<file path="src/rtl/serial_shares_words_sequencer.sv">
`default_nettype none
// ============================================================================
// Module      : serial_shares_words_sequencer
// Description : Walks (share, word) index pairs in share-major or word-major
//               order, one position per accepted inc, with a done pulse.
// Revision    : 1.0 - initial release
// ============================================================================
module serial_shares_words_sequencer #(
    parameter int NBITS               = 4,
    parameter int MAX_WORDS_PER_SHARE = 8,
    parameter int d                   = 2
) (
    input  logic               clk,
    input  logic               rst,
    input  logic               start,
    input  logic               abort,
    input  logic               inc,
    input  logic               mode,
    input  logic [NBITS-1:0]   words_per_share_bound,
    output logic [NBITS-1:0]   share_idx,
    output logic [NBITS-1:0]   word_idx,
    output logic [2*NBITS-1:0] step_cnt,
    output logic               last_word,
    output logic               last_share,
    output logic               last,
    output logic               busy,
    output logic               done
);

    localparam logic [NBITS-1:0] c_last_share = NBITS'(d - 1);
    localparam logic [NBITS-1:0] c_max_bound  = NBITS'(MAX_WORDS_PER_SHARE - 1);

    typedef enum logic [0:0] {
        IDLE = 1'b0,
        RUN  = 1'b1
    } state_t;

    state_t             state_q, state_d;
    logic [NBITS-1:0]   share_idx_q, share_idx_d;
    logic [NBITS-1:0]   word_idx_q, word_idx_d;
    logic [2*NBITS-1:0] step_cnt_q, step_cnt_d;
    logic               mode_q, mode_d;
    logic [NBITS-1:0]   bound_q, bound_d;
    logic               done_q, done_d;
    logic [NBITS-1:0]   eff_bound;

    assign eff_bound  = (words_per_share_bound > c_max_bound) ? c_max_bound
                                                               : words_per_share_bound;

    assign busy       = (state_q == RUN);
    assign last_word  = busy && (word_idx_q == bound_q);
    assign last_share = busy && (share_idx_q == c_last_share);
    assign last       = last_word && last_share;

    assign share_idx  = share_idx_q;
    assign word_idx   = word_idx_q;
    assign step_cnt   = step_cnt_q;
    assign done       = done_q;

    always_comb begin
        state_d     = state_q;
        share_idx_d = share_idx_q;
        word_idx_d  = word_idx_q;
        step_cnt_d  = step_cnt_q;
        mode_d      = mode_q;
        bound_d     = bound_q;
        done_d      = 1'b0;
        case (state_q)
            IDLE: begin
                if (start) begin
                    state_d     = RUN;
                    mode_d      = mode;
                    bound_d     = eff_bound;
                    share_idx_d = '0;
                    word_idx_d  = '0;
                    step_cnt_d  = '0;
                end
            end
            RUN: begin
                if (abort) begin
                    state_d     = IDLE;
                    share_idx_d = '0;
                    word_idx_d  = '0;
                end else if (inc) begin
                    step_cnt_d = step_cnt_q + (2*NBITS)'(1);
                    if (last) begin
                        state_d     = IDLE;
                        share_idx_d = '0;
                        word_idx_d  = '0;
                        done_d      = 1'b1;
                    end else if (!mode_q) begin
                        // Share-major: word index is the inner loop
                        if (last_word) begin
                            word_idx_d  = '0;
                            share_idx_d = share_idx_q + NBITS'(1);
                        end else begin
                            word_idx_d  = word_idx_q + NBITS'(1);
                        end
                    end else begin
                        if (last_share) begin
                            share_idx_d = '0;
                            word_idx_d  = word_idx_q + NBITS'(1);
                        end else begin
                            share_idx_d = share_idx_q + NBITS'(1);
                        end
                    end
                end
            end
            default: state_d = IDLE;
        endcase
    end

    always_ff @(posedge clk) begin
        if (rst) begin
            state_q     <= IDLE;
            share_idx_q <= '0;
            word_idx_q  <= '0;
            step_cnt_q  <= '0;
            mode_q      <= 1'b0;
            bound_q     <= '0;
            done_q      <= 1'b0;
        end else begin
            state_q     <= state_d;
            share_idx_q <= share_idx_d;
            word_idx_q  <= word_idx_d;
            step_cnt_q  <= step_cnt_d;
            mode_q      <= mode_d;
            bound_q     <= bound_d;
            done_q      <= done_d;
        end
    end

endmodule
`default_nettype wire

</file>
<file path="config.mk">
export PLATFORM = sky130hd
export DESIGN_NAME = serial_shares_words_sequencer
export DESIGN_NICKNAME = d
export VERILOG_FILES = /design/src/rtl/serial_shares_words_sequencer.sv
export SDC_FILE = /design/constraint.sdc
export NUM_CORES = 1
export LEC_CHECK = 0
export CAP_MARGIN = 20
export CORE_ASPECT_RATIO = 1.2
export CORE_UTILIZATION = 52
export CTS_CLUSTER_SIZE = 8
export DETAILED_ROUTE_END_ITERATION = 6
export GPL_ROUTABILITY_DRIVEN = 0
export PLACE_DENSITY = 0.84
export SYNTH_ARGS = -nofsm -noshare
export SYNTH_HDL_FRONTEND = slang
export SYNTH_SLANG_ARGS = --single-unit
</file>
<file path="constraint.sdc">
create_clock -name clk -period 3.6 [get_ports clk]
set_input_delay 0.36 -clock clk [delete_from_list [all_inputs] [get_ports clk]]
set_output_delay 0.36 -clock clk [all_outputs]
set_load 0.02 [all_outputs]
</file>
==> flow_metrics.tcl <==
set metrics [dict create \
    status "complete, no violations" \
    grt.busiest_layer "met2" \
    die_height_um 55.90 \
    wl_per_cell_um 13.61 \
    nNetsFinal 187 \
    place_area_um2 1592 \
    multi_input_area_um2 762.0 \
    synth_top_area_cell "dfxtp_1" \
    timing.fmax_ghz 0.3793 \
    final_area_um2 1619 \
    grt_pass1_vias 1082 \
    die_area_um2 2622 \
    ctsLongestPathBuffers 2 \
    track_usage_pct 23.48 \
    pwr_density_cell_nw_per_um2 285.7 \
    layoutNonFillerInstCount 203 \
    cts_resized 0 \
    synth_ff_type "dfxtp_1" \
    crit_end "last" \
    grtUsageMet3_pct 3.247 \
    max_stage_delay_ps 600 \
    swShare_pct 27.68 \
    dp_hpwl_um 2111 \
    cts_num_sinks 23 \
    syn_avg_cell_area_um2 8.991 \
    avgViaCountPerCell 5.695 \
    totalWireLength_um 2763 \
    comb_power_share_pct 16.2 \
    cp_cell_sequence "xor2_1 > nor4_4 > and3_4 > clkdlybuf4s50_1" \
    power.net_switching_uw 128.0 \
    first_pass_iters 4 \
    grt_max_degree 17 \
    timing.final.crit_share_pct 73.23 \
    rrSetupSlack_ps 1750 \
    cts_made_buffers 3 \
    reg2reg_depth 5 \
    hold_viol_final 0 \
    setup_violations 0 \
    crit_path_start "word_idx[0]$_SDFFE_PP0P_" \
    grt_pass1_wl_um 4581 \
    synthDistinctLibCells 42 \
    slew_viol_final 0 \
    hold_buffers 0 \
    netlist_area_um2 1259 \
    netlist.area_leader.share_pct 36.58 \
    drt_iter0_markers 14 \
    async_reset_ff_share_pct 0 \
    seqPwrFrac_pct 57.9 \
    slowest_stage "clkdlybuf4s50_1" \
    r2r-start "share_idx[0]$_SDFFE_PP0P_" \
    finalClockSkew_ps 4.688 \
    ir_worst_vdd_mv 0.2017 \
    vias 1156 \
    cp-end-kind "primary output" \
    tightest_slew_ps 620.8 \
    die_x_um 46.91 \
    synthTopCellsByArea "dfxtp_1 (37%), xnor2_1 (4.9%), xor2_1 (4.9%)" \
    final_common_cell "clkdlybuf4s50_1" \
    gr-total-overflow 0 \
    p_leak_uw 0.0005864 \
    slew-limit-headroom_pct 58.09 \
    crit_fanout 7 \
    p_int_uw 334.5 \
    initial_core_util_pct 55.15 \
    yosysSeqAreaShare_pct 36.58 \
    insertion_delay_ps 310 \
    clkTransAtPathRegs_ps 130 \
    total_power_uw 462.5 \
    critical_path_arrival_ps 2280 \
    fp-row-count 19 \
    timing.final.crit_period_ps 2636 \
    ys_warn_count 0 \
    use_met2_pct 39.48 \
    maxCapViolations 0 \
    setup_tns_ps 0 \
    rsz0062_at_grt "no" \
    synthesis.nets 154 \
    hold_path.class "register to register" \
    port_buffers 30 \
    n_fill_cell 197 \
    r2r_end "word_idx[2]$_SDFFE_PP0P_" \
    ios 31 \
    core_um2 2282 \
    path_class "register to primary output" \
    dpl.cell_count 199 \
    ant_nets 0 \
    syn_inst 140 \
    drive_above_1_share_pct 7.558 \
    most-common-layout-cells "clkdlybuf4s50_1 (30), dfxtp_1 (23), nor2_1 (13), nand2_1 (10), nand3_1 (8)" \
    critical_path_required_ps 3240 \
    h-tree-depth 1 \
    tritoncts "built" \
    diodes 0 \
    ys_ff_latch 23 \
    cts_setup_buffers 0 \
    hold_slack_ps 488.0 \
    antenna_found_initial 0 \
    drc 0 \
    min_path_cells 2 \
    cts_root_buffer "clkbuf_4" \
    syn_to_final_growth_pct 28.63 \
    startpoint_type "register" \
    grt_util_met1_pct 29.40 \
    clock_power_share_pct 25.9 \
    seq_area_um2 460.4 \
    synth_edf_count 0 \
]
cell families (layout without fill, tap and decap cells):
family / after synthesis / count (layout) / share of synthesized area, %
and+or+nand+nor: 59 / 59 / 26.74
AOI/OAI and AO/OA: 30 / 30 / 19.19
DFF: 23 / 23 / 36.58
xor gates and xnor gates: 14 / 14 / 9.742
buffers and inverters: 9 / 41 / 2.882
adders and majority gates: 4 / 4 / 3.976
muxes: 1 / 1 / 0.8946
registers in the layout, summed over array words and instances, names as in the netlist:
signal,count
word_idx,4
step_cnt,8
done,1
bound_q,4
busy,1
share_idx,4
mode_q,1
power groups by stage:
stage / clock network (µW) / logic, µW / registers (µW)
floorplan: 0 / 46.6 / 273
global placement: 0 / 72.9 / 273
global route: 131 / 81.8 / 269
detailed placement: 0 / 74.0 / 274
finish: 120 / 75.0 / 268
CTS: 123 / 74.8 / 268
worst min-delay path by stage:
| stage | startpoint | slack, ps | end |
|---|---|---|---|
| 6_report | bound_q[3]$_SDFFE_PP0P_ | 490 | bound_q[3]$_SDFFE_PP0P_ |
| 5_1_grt | bound_q[3]$_SDFFE_PP0P_ | 510 | bound_q[3]$_SDFFE_PP0P_ |
| 4_1_cts | bound_q[3]$_SDFFE_PP0P_ | 490 | bound_q[3]$_SDFFE_PP0P_ |
| 3_5_place_dp | bound_q[3]$_SDFFE_PP0P_ | 470 | bound_q[3]$_SDFFE_PP0P_ |
| 3_3_place_gp | bound_q[3]$_SDFFE_PP0P_ | 460 | bound_q[3]$_SDFFE_PP0P_ |
| 2_1_floorplan | bound_q[3]$_SDFFE_PP0P_ | 450 | bound_q[3]$_SDFFE_PP0P_ |
worst max-delay path, delay by kind of cell (launching register included):
kind | cells | cell delay [ps]
and+or+nand+nor | 2 | 710
xor gates and xnor gates | 1 | 170
buffers and inverters | 1 | 600
DFF | 1 | 480
routing by layer:
metal	part of all wire (%)	wire (µm)
met4	1.8	49
met2	51	1401
met3	3.0	82
met1	45	1230
met5	0	0
cells in the mapped netlist (2+ instances only):
cell,number
ha_1,4
nand2_1,10
buf_2,2
a211oi_1,4
a32o_1,2
a211o_1,2
and3_1,2
nor3b_1,3
inv_1,6
nor2_1,13
nand3b_1,2
xor2_1,7
nand2b_1,2
o2111ai_1,2
nor2b_1,3
a41oi_1,2
nand3_1,8
xnor2_1,7
a21oi_1,6
dfxtp_1,23
o21ai_0,3
nor3_1,7
area by class of cell:
cell class                 count  share of cell area (%)
sequential                    23                   28.44
clock inverter                 1                  0.3091
multi-input combinational    108                   47.06
tap                           31                   2.396
inverter                       6                   1.391
clock buffer                   3                   1.391
timing repair buffer          31                   19.01
stage by stage:
stage / util [%] / setup WS, ps
global placement: 69.74 / 1370
finish: 70.94 / 963.5
floorplan: - / 1846
detailed placement: 69.74 / 1317
global route: 70.94 / 822.6
CTS: 70.94 / 948.7
Note: power is estimated with default switching activity, not from simulation.
